===== config.mk =====
export PLATFORM = sky130hd
export DESIGN_NAME = fma_dot_seq
export DESIGN_NICKNAME = d
export VERILOG_FILES = /design/src/rtl/fma_dot_seq.sv
export SDC_FILE = /design/constraint.sdc
export NUM_CORES = 1
export LEC_CHECK = 0
export BUFFER_PORTS_ARGS = -buffer_cell sky130_fd_sc_hd__buf_2
export CAP_MARGIN = 20
export CELL_PAD_IN_SITES_DETAIL_PLACEMENT = 0
export CELL_PAD_IN_SITES_GLOBAL_PLACEMENT = 2
export CORE_MARGIN = 4
export CORE_UTILIZATION = 37
export DETAILED_ROUTE_END_ITERATION = 6
export PLACE_DENSITY = 0.84
export SYNTH_ARGS = -nofsm -noshare
export SYNTH_HDL_FRONTEND = slang
export SYNTH_HIERARCHICAL = 1
export SYNTH_SLANG_ARGS = --single-unit

===== constraint.sdc =====
create_clock -name clk -period 7.3 [get_ports clk]
set_input_delay 1.46 -clock clk [delete_from_list [all_inputs] [get_ports clk]]
set_output_delay 1.46 -clock clk [all_outputs]
set_load 0.03 [all_outputs]

===== src/rtl/fma_dot_seq.sv =====
// Streaming signed dot-product sequencer: 4-element chunks pass through one
// shared fma_4x4 and their 12-bit sums are accumulated into an ACC_W result.

module fma_4x4 (
    input  logic [15:0] a_vec,
    input  logic [15:0] b_vec,
    output logic [11:0] sum
);
    logic [7:0] prod;

    // Two's-complement products and sums are exact modulo 2^width, so sign
    // extension followed by unsigned arithmetic gives the signed result.
    // NOTE: every variable written in always_comb gets a default first, so
    // no path leaves it unassigned and no latch is inferred.
    always_comb begin
        sum  = '0;
        prod = '0;
        for (int k = 0; k < 4; k++) begin
            prod = {{4{a_vec[4*k+3]}}, a_vec[4*k +: 4]}
                 * {{4{b_vec[4*k+3]}}, b_vec[4*k +: 4]};
            sum  = sum + {{4{prod[7]}}, prod};
        end
    end
endmodule

module fma_dot_seq #(
    parameter int ACC_W = 20,
    parameter int LEN_W = 8
) (
    input  logic                    clk,
    input  logic                    rst_n,
    input  logic                    start,
    input  logic [LEN_W-1:0]        len,
    input  logic                    in_valid,
    output logic                    in_ready,
    input  logic [15:0]             a_vec,
    input  logic [15:0]             b_vec,
    output logic                    out_valid,
    input  logic                    out_ready,
    output logic signed [ACC_W-1:0] result,
    output logic                    busy
);
    typedef enum logic [1:0] {
        IDLE  = 2'd0,
        RUN   = 2'd1,
        DRAIN = 2'd2,
        DONE  = 2'd3
    } state_t;

    state_t           state;
    state_t           state_nxt;
    logic [LEN_W-1:0] remaining;
    logic [11:0]      chunk_sum;
    logic [11:0]      prod_q;
    logic             prod_v;
    logic [ACC_W-1:0] acc;
    logic             handshake;

    fma_4x4 u_fma (
        .a_vec (a_vec),
        .b_vec (b_vec),
        .sum   (chunk_sum)
    );

    assign handshake = in_valid && in_ready;
    assign busy      = (state != IDLE);
    assign result    = acc;

    always_comb begin
        state_nxt = state;
        in_ready  = 1'b0;
        out_valid = 1'b0;
        unique case (state)
            IDLE: begin
                if (start) state_nxt = (len == '0) ? DONE : RUN;
            end
            RUN: begin
                in_ready = 1'b1;
                if (handshake && remaining == LEN_W'(1)) state_nxt = DRAIN;
            end
            DRAIN: state_nxt = DONE;
            DONE: begin
                out_valid = 1'b1;
                if (out_ready) state_nxt = IDLE;
            end
            default: state_nxt = IDLE;
        endcase
    end

    // NOTE: sequential state uses non-blocking assignments so every register
    // samples the pre-edge values, independent of statement order.
    always_ff @(posedge clk) begin
        if (!rst_n) begin
            state     <= IDLE;
            remaining <= '0;
            prod_q    <= '0;
            prod_v    <= 1'b0;
            acc       <= '0;
        end else begin
            state <= state_nxt;
            if (state == IDLE && start) begin
                acc       <= '0;
                prod_v    <= 1'b0;
                remaining <= len;
            end else begin
                if (prod_v) acc <= acc + {{(ACC_W-12){prod_q[11]}}, prod_q};
                // prod_v only rises on a RUN handshake, so DRAIN retires the last sum.
                prod_v <= handshake;
                if (handshake) begin
                    prod_q    <= chunk_sum;
                    remaining <= remaining - LEN_W'(1);
                end
            end
        end
    end
endmodule


Yosys cells after proc, flatten, opt, wreduce, memory -nomap -nowiden

Index checks and enable logic that the tools add are counted.

Flip-flop bits (word level): 43
Bits of input ports: 45
Output and inout bits: 23
Logic and storage cells: 42

Add/sub/neg operators: 5
Multiply operators: 4
Eq/ne operators: 7
Muxes and demuxes: 9
Bitwise logic cells: 2
Reduce and logical (&&, ||, !) cells: 10

Operator list:

| operator              | number |
|---|---|
| $mul A4 B4 Y8         | 4 |
| $add A12 B12 Y12      | 2 |
| $add A20 B20 Y20      | 1 |
| $mux W8               | 2 |
| $add A8 B8 Y9         | 1 |
| $eq A8 B1 Y1 const B  | 1 |
| $logic_not A8 Y1      | 1 |
| $mux W2               | 4 |
| $pmux W2 S4           | 1 |
| $sub A8 B1 Y8 const B | 1 |
| $ne A2 B2 Y1 const B  | 3 |
| $eq A2 B2 Y1 const B  | 2 |
| $reduce_bool A2 Y1    | 2 |
| $logic_and A1 B1 Y1   | 3 |
| $reduce_and A3 Y1     | 1 |
| $eq A2 B1 Y1 const B  | 1 |
| $logic_not A2 Y1      | 1 |
| $mux W1               | 2 |
| $not A1 Y1            | 2 |
| $reduce_and A2 Y1     | 1 |
| $reduce_or A2 Y1      | 1 |

Longest topological paths before layout

Depth in word-level cells: 6
Gate-level depth with buffers: 23

By module

The synthesis kept the hierarchy.

By module, submodules not included:

| module      | times used | cells each | area each (um2) |
|---|---|---|---|
| fma_4x4     | 1          | 362        | 3355.7 |
| fma_dot_seq | 1          | 350        | 2812.7 |

Worst setup path before layout

Ideal clock, no wire load.

Kind: input to register
From: input port a_vec[11]
To: register prod_q[9]
Arrival: 6.426 ns
Data required time: 7.230 ns
Setup slack: 0.803 ns
Stages: 19
Path buffers: 0
Cell sequence: and2_1 inv_1 fa_1 fa_1 inv_1 fa_1 fa_1 inv_1 fa_1 fa_1 inv_1 ha_1 and3_4 a2111oi_4 o21ai_1 a21oi_1 xnor2_1 nand2_1 a21oi_1

Longest elaborated chain between the ends: 3

RTL lines:

| item                           | line | text |
|---|---|---|
| start: declaration             | 36   | `input logic [15:0] a_vec,` |
| $mul A4 B4 Y8                  | 20   | `* {{4{b_vec[4*k+3]}}, b_vec[4*k +: 4]};` |
| $add A12 B12 Y12 (2 in series) | 21   | `sum = sum + {{4{prod[7]}}, prod};` |
| via chunk_sum[9]               | 53   | `logic [11:0] chunk_sum;` |
| end signal: assignment         | 110  | `prod_q <= chunk_sum;` |
| end: declaration               | 54   | `logic [11:0] prod_q;` |

The timed path passes the listed nets, and every way through them passes these cells.
A chain may end at the register's enable or synchronous reset.

Worst setup path after layout

From: input port a_vec[15]
To: register prod_q[9]

Longest elaborated chain between the ends: 2

RTL lines:

| item             | line |
|---|---|
| $mul A4 B4 Y8    | 20 |
| $add A12 B12 Y12 | 21 |
| via chunk_sum[9] | 53 |

The timed path passes the listed nets, and every way through them passes these cells.

==> impl_metrics.env <==
export IMPL_portBuffers=67
export IMPL_syn_area_um2=6170
export IMPL_place_area_um2=6720
export IMPL_ios=68
export IMPL_final_hold_viol_count=0
export IMPL_relSlewSlack=0.410
export IMPL_place_hpwl_um=12900
export IMPL_cp_required_ns=7.52
export IMPL_fill_cells=1679
export IMPL_path_common_cell="fa_1"
export IMPL_cts_buffer_depth=2
export IMPL_core_area_um2=16100
export IMPL_grt_max_degree=23
export IMPL_area_growth_syn_to_layout_pct=11.4
export IMPL_slowest_delay_ns=0.56
export IMPL_synth_nets=904
export IMPL_dieArea_um2=18800
export IMPL_ys_ff_latch=43
export IMPL_async_reset_ff_frac=0
export IMPL_place_ws_ns=0.430
export IMPL_period_minus_slack_ns=6.55
export IMPL_yosysTopAreaCell="fa_1"
export IMPL_ys_seq_area_frac=0.140
export IMPL_vdd_drop_max_mv=0.422
export IMPL_grt_busiest_layer="met2"
export IMPL_grt_pass1_wl_um=25900
export IMPL_final_util=0.426
export IMPL_multi_input_area_um2=4750
export IMPL_synth_avg_cell_area_um2=8.66
export IMPL_diodes=0
export IMPL_synth_enable_flop_cells=0
export IMPL_fp_dieW_um=137
export IMPL_power_density_nw_per_um2=510
export IMPL_insertion_delay_ns=0.30
export IMPL_cts_root_buf="clkbuf_16"
export IMPL_crit_family="adder cells"
export IMPL_cts_tree="built"
export IMPL_cts_resized=0
export IMPL_place_gp_congestion=0.871
export IMPL_wl_per_cell_um=15.2
export IMPL_routed_wl_um=15100
export IMPL_cp_max_fo=6
export IMPL_fmax_mhz=153
export IMPL_synth_area_leaders="fa_1, dfxtp_1, ha_1"
export IMPL_dr_pass1_iters=4
export IMPL_initialDrtViolationCount=157
export IMPL_cts_buffers=5
export IMPL_setup_viol=0
export IMPL_crit_chain="buf_2 > and2_1 > fa_1 > inv_1 > fa_1 > inv_1 > fa_1 > fa_1 > fa_1 > inv_1 > fa_1 > inv_1 > ha_1 > and3_4 > a2111oi_4 > o21ai_1 > a21oi_1 > xnor2_1 > nand2_1 > a21oi_1"
export IMPL_rsz0062_at_grt="false"
export IMPL_cts_sinks=43
export IMPL_fin_ws_ns=0.752
export IMPL_ys_types=59
export IMPL_fin_area_um2=6870
export IMPL_min_path_type="reg -> reg"
export IMPL_whs_ns=0.466
export IMPL_final_antenna_net_count=0
export IMPL_stdcell_count=988
export IMPL_use_met1=0.247
export IMPL_cp_start_kind="input port"
export IMPL_synth_ff_type="dfxtp_1"
export IMPL_status="finished clean"
export IMPL_grt_pass1_vias=5226
export IMPL_avgViaCountPerCell=5.04
export IMPL_grt_usage=0.172
export IMPL_synth_top_area_share=0.279
export IMPL_yosysWarnings=6
export IMPL_maxCapViolCount=0
export IMPL_vias=4981
export IMPL_fin_total_pwr_mw=3.50
export IMPL_rows=46
export IMPL_drive_gt1_frac=0.114
export IMPL_slew_violations=0
export IMPL_ctsHoldBuffers=0
export IMPL_fin_setup_tns_ns=0
export IMPL_crit_slowest_cell="fa_1"
export IMPL_dp_cells=980
export IMPL_htreeDepth=2
export IMPL_skew_ns=0.00769
export IMPL_regArea_um2=861
export IMPL_die_h_um=137
export IMPL_overflow=0
export IMPL_nets=963
export IMPL_drc_errors=0
export IMPL_crit_type="in -> reg"
export IMPL_worst_setup_path_end_kind="flop"
export IMPL_syn_inst=712
export IMPL_start_util=0.383
export IMPL_clk_pin_slew_ns=0.06
export IMPL_grt_met3_usage=0.0239
export IMPL_p_leak_nw=3.25
export IMPL_tightestPinTransition_ns=0.885
export IMPL_path_buf_inv=5
export IMPL_timing_final_crit_share=0.897
export IMPL_cts_setup_buffers=0
export IMPL_crit_arrival_ns=6.76
export IMPL_antenna_found_initial=0
export IMPL_r2r_setup_slack_ns=4.54
export IMPL_grt_use_met2=0.283
## where the power goes
part           switching [mW]  total, mW  internal [mW]
Combinational            1.64       2.96           1.32
Clock                   0.102      0.239          0.137
Sequential             0.0315      0.304          0.272
Total                    1.77       3.50           1.73
## Yosys cell counts, drive strengths merged, types with 3 or more instances
cell      n
a211oi   18
a21o     11
a21oi    37
and2     34
and3      5
buf       5
clkbuf   12
dfxtp    43
fa       86
ha       61
inv     129
mux2i     7
nand2    74
nand2b   10
nand3    14
nand4     6
nor2     37
nor3     13
nor4      6
o211ai    6
o21a      3
o21ai    24
o21bai    4
o221ai    3
o31ai     4
o41ai     3
or3       3
xnor2    29
xor2      5
## layout by cell type, fill, tap and decap left out, types with 2 or more instances in the layout
cell       Yosys  final
o21bai_1       4      4
dfxtp_1       43     43
ha_1          61     61
o211a_1        2      2
nor4_1         5      5
o21ai_0       22     22
o21a_1         3      3
nor2_1        37     37
or3_1          2      2
nand2_1       74     74
mux2i_1        7      7
o21ai_1        2      2
a211oi_1      18     18
xnor2_1       29     29
and3_1         3      3
o2111ai_1      2      2
inv_1        129    129
and2_1        33     33
nand2b_1      10     10
fa_1          86     86
nand3_1       14     14
o211ai_1       6      6
o31ai_1        4      4
a21o_1        11     11
nor2b_1        2      2
nand4_1        6      6
buf_4          1      2
clkbuf_16      0      5
buf_2          3     67
xor2_1         5      5
a21oi_1       37     37
nor3_1        12     12
o221ai_1       2      2
## worst register-to-register path, delay by kind of cell, from the launching register on
family,cells,cell delay (ns)
adder cells (fa/ha/maj),1,0.27
AND/OR/NAND/NOR,3,1.47
buffers and inverters,1,0.10
AO/OA/AOI/OAI,3,0.45
flip-flops,1,0.36
## area by class of cell
class | instances | area share
multi-input combinational | 523 | 0.691
sequential | 43 | 0.125
inverter | 129 | 0.0705
timing repair buffer | 69 | 0.0510
tap | 216 | 0.0393
clock buffer | 6 | 0.0202
clock inverter | 2 | 0.00237
## routing by layer
layer / wire (µm) / vias to the layer above
met5: 0 / -
met3: 658 / 11
met1: 6970 / 2445
li1: - / 2436
met2: 7320 / 89
met4: 112 / 0
## path summary, 6_finish.rpt
kind,start,to,cells after the start
setup / recovery,a_vec[15],prod_q[9],20
hold / removal,prod_q[5],prod_q[5],2
setup reg to reg,state[0],result[19],8
hold reg to reg,prod_q[5],prod_q[5],2
## registers in the layout, summed over array words and instances, names as in the netlist
name,cells
state,2
remaining,8
prod_q,12
prod_v,1
result,20
## cell families after synthesis
kind of cell	count (synthesis)	share of synthesized area
DFF	43	0.140
AOI/OAI and AO/OA	127	0.143
xor gates and xnor gates	34	0.0483
buffers and inverters	146	0.0903
muxes	7	0.0114
and+or+nand+nor	208	0.165
adders and majority gates	147	0.403
Power figures use the tool's default switching activity.
